$ cat config.mk
export PLATFORM = sky130hd
export DESIGN_NAME = rng
export DESIGN_NICKNAME = d
export VERILOG_FILES = /design/src/rtl/rng_pkg.sv /design/src/rtl/rng_lfsr_step.sv /design/src/rtl/rng.sv
export SDC_FILE = /design/constraint.sdc
export NUM_CORES = 1
export LEC_CHECK = 0
export ABC_AREA = 1
export CORE_AREA = 2 2 39 41
export CTS_CLUSTER_DIAMETER = 40
export DETAILED_ROUTE_END_ITERATION = 10
export DIE_AREA = 0 0 41 43
export HOLD_SLACK_MARGIN = 0.05
export PLACE_DENSITY = 0.66
export REMOVE_ABC_BUFFERS = 1
export SYNTH_ARGS = -nofsm -noshare
export SYNTH_HDL_FRONTEND = slang
export SYNTH_SLANG_ARGS = --single-unit
$ cat constraint.sdc
create_clock -name clk -period 1.3 [get_ports clk]
set_input_delay 0.325 -clock clk [delete_from_list [all_inputs] [get_ports clk]]
set_output_delay 0.325 -clock clk [all_outputs]
set_load 0.01 [all_outputs]
$ cat src/rtl/rng_pkg.sv
// Shared constants and types for the 12-bit elevator-traffic LFSR.
// The tap mask encodes x^12 + x^6 + x^4 + x + 1 as bits 11, 5, 3 and 0.
package rng_pkg;

   localparam int RNG_WIDTH = 12;
   localparam logic [11:0] RNG_TAP_MASK = 12'h829;
   localparam logic [11:0] RNG_DEFAULT_SEED = 12'h001;

   typedef logic [11:0] rng_word_t;

   // An all-zero seed would lock the LFSR, so it is replaced by the default.
   function automatic rng_word_t rng_safe_seed(input rng_word_t seed);
      return (seed == '0) ? RNG_DEFAULT_SEED : seed;
   endfunction

endpackage

$ cat src/rtl/rng_lfsr_step.sv
// One combinational step of the Fibonacci LFSR: left shift, feedback into the
// LSB, and recovery to the seed if the state has been upset to all zeros.
module lfsr_step
   import rng_pkg::*;
#(
   parameter rng_word_t SEED = RNG_DEFAULT_SEED
) (
   input  rng_word_t s,
   output rng_word_t s_next
);

   logic fb;

   always_comb begin
      fb     = ^(s & RNG_TAP_MASK);
      s_next = {s[10:0], fb};
      if (s == '0) begin
         s_next = SEED;
      end
   end

endmodule

$ cat src/rtl/rng.sv
// Free-running 12-bit pseudo-random source; randy comes straight from the
// state flops so it is glitch-free. Only WIDTH = 12 is meaningful.
module rng
   import rng_pkg::*;
#(
   parameter int        WIDTH = RNG_WIDTH,
   parameter rng_word_t SEED  = RNG_DEFAULT_SEED
) (
   input  logic             clk,
   input  logic             rst,
   output logic [WIDTH-1:0] randy
);

   localparam rng_word_t EFF_SEED = rng_safe_seed(SEED);

   rng_word_t state_reg;
   rng_word_t state_next;

   lfsr_step #(
      .SEED (EFF_SEED)
   ) u_step (
      .s      (state_reg),
      .s_next (state_next)
   );

   always_ff @(posedge clk or posedge rst) begin
      if (rst) begin
         state_reg <= EFF_SEED;
      end else begin
         state_reg <= state_next;
      end
   end

   assign randy = state_reg;

endmodule

==> impl_results.md, run 1 <==
* Htree depth at 1
* Synth unique cells at 11
* CP max stage delay at roughly 0.56 ns
* DIE AREA at around 1800 um2
* Worst Tran Pin Value at ~0.12 ns
* Clock transition at the registers of the reported paths at about 0.070 ns
* Status: finished, final reports clean
* Crit share post-route at between 90% and 100%
* Syn Std Cell Area at roughly 460 um2
* Max-cap violation count at 0
* Layout area overhead at 46.30%
* Reg-to-reg endpoint: randy[0]
* GPL Wtd Cong at between 0.7 and 0.8
* Hold Crit Class: in2async
* Combinational family with the most area after synthesis: simple AND/OR/NAND/NOR gates
* CTS Buffer Depth at 2
* Worst R2R Setup Slack at about 0.24 ns
* Global route overflow at 0
* Initial antenna violation count at 0
* DRC violations left at 0
* Register bit total from synthesis at 12
* Fmax at 0.7925 GHz
* Buf/Inv on CP at 1
* Max IR drop VDD at 507.8 uV
* Total Power at around 0.62 mW
* Hold Slack at 0.3202 ns
* CP max stage cell: dfstp_2
* Largest net degree at the start of global routing at 8
* Std-Cell Rows at 14
* Sequential fraction of the synthesis area at around 66%
* Adder-Cell Fraction of Synth Area at 0%
* Post-Route WL at around 760 um
* Synth Area in Simple Gates at between 10% and 20%
* Complex-gate fraction of the synthesized area at 0%
* Fin. max-slew vios at 0
* Chip height at about 43 um
* Area after DPL at 603.1 um2
* Drt pass-1 iters at 4
* Clk_skew at around 0.00029 ns
* Die width at 41 um
* Critical path start-end classification: reg2out
* Antenna Cells at 0
* DP HPWL at about 500 um
* CP Max Fanout at 4
* Largest register FFs at 12
* Post-Synthesis Cells at 50
* Placeable Area at roughly 1400 um2
* Antenna-violating nets left at 0
* Mux cell area share after synthesis at 0%
* First-pass GRT wire length at 1117 um
* Routed vias/inst at slightly above 4
* CTS buffer count at 3
* Boundary Pins at 14
* Worst Path Arrival at between 0.9 and 1 ns
* Power per cell area at between 900 and 1000 nW/um2
* Input/output buffers at 13
* Detailed Route Iter0 Violations at 4
* Largest delay share family, worst path: flip-flops
* Leakage power at ~0.35 nW
* Critical path endpoint category: primary output
* Avg WL per Cell at just over 9 um
* Final hold vios at 0
* CTS sink count at 12
* Slew margin rel. at roughly 92%
* GRT Total Usage at between 9 and 10%
* Place WS at -0.1027 ns
* Initial core utilization at between 30% and 40%
* YS warnings at 0
* Worst-Skew Late Latency at between 0.2 and 0.3 ns
* Worst Path Required at between 0.9 and 1 ns
* Finish-stage setup viols at 0
* CTS tree: built
* Layout cell share with drive strength beyond 1 at 28.36%
* PnR worst setup slack at 0.03811 ns
* Crit path cell chain: buf_6
* Finished Cell Area at ~670 um2
* DR vias at 335
* Period minus WS final at approximately 1.3 ns
* Post-Syn Area per Cell at just over 9 um2
* Setup TNS at 0 ns
* Post-Synth XOR/XNOR Area at 1.918%
* R2r startpoint: randy[0]
* Vias in the first global route at 277
* Root Buffer: clkbuf_4
* Reg2Reg Depth at 6
* Most frequent cells in the layout: nand2_1 (11), buf_4 (11), dfrtp_1 (11)
* Startpoint Class: flop
* Net count, final at 70
==> per-layer routing <==
layer / GRT usage (%) / part of all wire (%) / routed length, um
met2: 10.94 / 44 / 332
met4: 8.000 / 0.92 / 7
met5: 0 / 0 / 0
met3: 3.141 / 6.7 / 51
met1: 15.07 / 49 / 370
==> power by group <==
part / internal [mW] / switching (mW)
clock: 0.119 / 0.115
combinational: 0.00674 / 0.00728
sequential: 0.373 / 0
==> synth_stat cells (all sizes together) <==
cell / instances / area [um2]
inv: 5 / 18.76
xnor2: 1 / 8.760
nand2: 12 / 47.55
clkbuf: 11 / 41.29
dfrtp: 11 / 275.3
nor2: 8 / 32.54
dfstp: 1 / 26.28
and2: 1 / 6.260
==> cells by family (layout without fill, tap and decap cells) <==
kind of cell / count (synthesis) / in the layout
xor+xnor: 1 / 1
buf+inv: 16 / 33
simple gates: 21 / 21
flops: 12 / 12
==> how the worst max path moves through the flow <==
stage / startpoint / end / slack [ns] / depth (start not counted)
after floorplan: randy[0] / randy[0] / 0.36 / 5
after global placement: randy[0] / randy[0] / -0.09 / 1
after detailed placement: randy[0] / randy[0] / -0.10 / 1
after CTS: randy[10] / randy[10] / 0.02 / 1
after global routing: randy[9] / randy[9] / -0.008 / 1
final: randy[0] / randy[0] / 0.04 / 1
==> timing repair <==
action,in CTS,in global routing
resized for setup,15,6
setup buffers,0,6
setup endpoints to repair,12,9
hold buffers,0,0
==> through the flow <==
stage	cells	utilization, %
detailed placement	73	43.58
global placement	73	43.58
floorplan	39	-
CTS	77	44.12
finish	83	48.28
global route	83	48.28
==> layout make-up <==
cell class / instances / area, um2
repair buffers: 24 / 206.4
inverters: 5 / 18.77
well taps: 16 / 20.02
clock buffers: 4 / 26.28
multi-input cells: 22 / 95.09
flip-flops and latches: 12 / 301.5
fillers: 137 / 715.7
No activity file was read; power rests on OpenSTA's default activity.
==> run 2: changes to the inputs <==
SKIP_CTS_REPAIR_TIMING = 1   (was default)
clock period = 1.2 ns   (was 1.3 ns; I/O delays follow)
==> run 2 against run 1 <==
Net effect: the flow now finishes with violations (setup timing); core utilization up 2.5 points; die area unchanged; combinational power up 12%; first-iteration DRC count down 75%; worst setup slack worse by 0.038 ns; final area up 5.2%; clock power up 8%; via count unchanged.
==> impl_results.md, run 2 (synthesis gave the netlist of run 1 again) <==
* Status: finished, violations left
* Failing checks: setup timing
* Chip height at 43 um (unchanged)
* Root Buffer: clkbuf_4
* Boundary Pins at 14 (unchanged)
* Crit path cell chain: buf_6
* Routed vias/inst at 4.036 (unchanged)
* CP max stage cell: dfstp_2
* Fin. max-slew vios at 0 (unchanged)
* Placed Instances at 79 (+8.2%)
* Net count, final at 70 (unchanged)
* Hold Crit Class: in2async
* Sequential Area at 301.5 um2 (unchanged)
* Placeable Area at 1384 um2 (unchanged)
* Initial core utilization at 33.00% (unchanged)
* Clock transition at the registers of the reported paths at 0.07 ns (about the same)
* Place WS at -0.1323 ns (-0.02958 ns)
* Post-Route WL at 753 um (-1.1%)
* GRT Total Usage at 11.17% (+1.2 points)
* Critical path start-end classification: reg2out
* Total Power at 0.6718 mW (+8.1%)
* Worst Path Arrival at 0.90 ns (-0.04 ns)
* CTS tree: built
* Multi-input gate area at 95.09 um2 (unchanged)
* DP HPWL at 556.9 um (+13%)
* Finished Cell Area at 703.2 um2 (+5.2%)
* CP max stage delay at 0.54 ns (-0.02 ns)
* Final hold vios at 0 (unchanged)
* Clk_skew at 0.001089 ns (+0.0008035 ns)
* Critical path endpoint category: primary output
* Antenna Cells at 0 (unchanged)
* RSZ-0062 raised after global routing: yes
* First-pass GRT wire length at 1311 um (+17%)
* Post-route non-filler standard cell count at 83 (unchanged)
* DR top layer: met3
* CTS buffer count at 3 (unchanged)
* Largest net degree at the start of global routing at 8 (unchanged)
* Fmax at between 0.8 and 0.9 GHz
* Max IR drop VDD at 571.4 uV (+13%)
* Setup TNS at -0.0001766 ns (-0.0001766 ns)
* Crit share post-route at 100.0%
* CTS sink count at 12 (unchanged)
* Largest delay share family, worst path: flip-flops
* Global route overflow at 0 (unchanged)
* Met1 WL at 337 um (-8.9%)
* Startpoint Class: flop
* Fillers at 135 (-1.5%)
* Layout area overhead at 53.97%
* Worst Path Required at 0.90 ns (-0.08 ns)
* Avg WL per Cell at 9.072 um (-1.1%)
* CP Max Fanout at 2 (-2)
* GPL Wtd Cong at 0.7396 (-4.8%)
* Input/output buffers at 13 (unchanged)
* Htree depth at 1 (unchanged)
* Worst-Skew Late Latency at 0.26 ns (about the same)
* Largest register FFs at 12 (unchanged)
* Initial antenna violation count at 0 (unchanged)
* DRC violations left at 0 (unchanged)
* Die width at 41 um (unchanged)
* Layout cell share with drive strength beyond 1 at 28.36% (unchanged)
* Max-cap violation count at 0 (unchanged)
* Most frequent cells in the layout: nand2_1 (11), dlymetal6s2s_1 (11), buf_4 (11), dfrtp_1 (11), nor2_1 (7)
* PnR worst setup slack at -0.0001766 ns (-0.03828 ns)
* Detailed Route Iter0 Violations at 1 (-3)
* Leakage power at 0.4502 nW (+28%)
* CTS Buffer Depth at 2 (unchanged)
* Hold Slack at 0.3115 ns (-0.008708 ns)
* Final Util at 50.81% (+2.5 points)
* Drt pass-1 iters at 4 (unchanged)
* Std-Cell Rows at 14 (unchanged)
* Antenna-violating nets left at 0 (unchanged)
* Finish-stage setup viols at 1 (+1)
* DR vias at 335 (unchanged)
* DIE AREA at 1763 um2 (unchanged)
* Worst Tran Pin Value at 0.1424 ns (+0.01913 ns)
* Routed wl met3 at 59 um (+16%)
* Power per cell area at 955.4 nW/um2 (+2.8%)
* Buf/Inv on CP at 1 (unchanged)
* Vias in the first global route at 333 (+20%)
* Area after DPL at 648.1 um2 (+7.5%)
* Slew margin rel. at 90.49% (-1.2 points)
* Routed wl met2 at 356 um (+7.2%)
* Period minus WS final at ~1.2 ns
run 2: power breakdown:
part           total [mW]  internal (mW)  leakage (nW)  switching (mW)
logic              0.0157        0.00732         0.295         0.00841
clock network       0.252          0.128        0.0150           0.123
registers           0.404          0.404         0.140               0
run 2: area by class of cell:
class | instances | share of cell area, %
clock buffer | 4 | 3.737
sequential | 12 | 42.88
inverter | 5 | 2.669
tap | 16 | 2.847
timing repair buffer | 24 | 34.34
multi-input combinational | 22 | 13.52
run 2: worst paths after layout:
path                       slack (ns)  startpoint       end  cells past startpoint
max                           -0.0002    randy[0]  randy[0]                      1
min                              0.31         rst  randy[2]                      3
min reg2reg                      0.40    randy[8]  randy[9]                      0
max reg2reg                      0.15    randy[0]  randy[0]                      6
min in group clk                 0.40    randy[8]  randy[9]                      0
max in group asynchronous        0.70         rst  randy[0]                      3
run 2: metal layers:
metal / global-route usage (%) / up-vias
li1: - / 171
met1: 16.49 / 154
met2: 14.37 / 10
met3: 3.141 / 0
met4: 6.000 / 0
met5: 0 / -
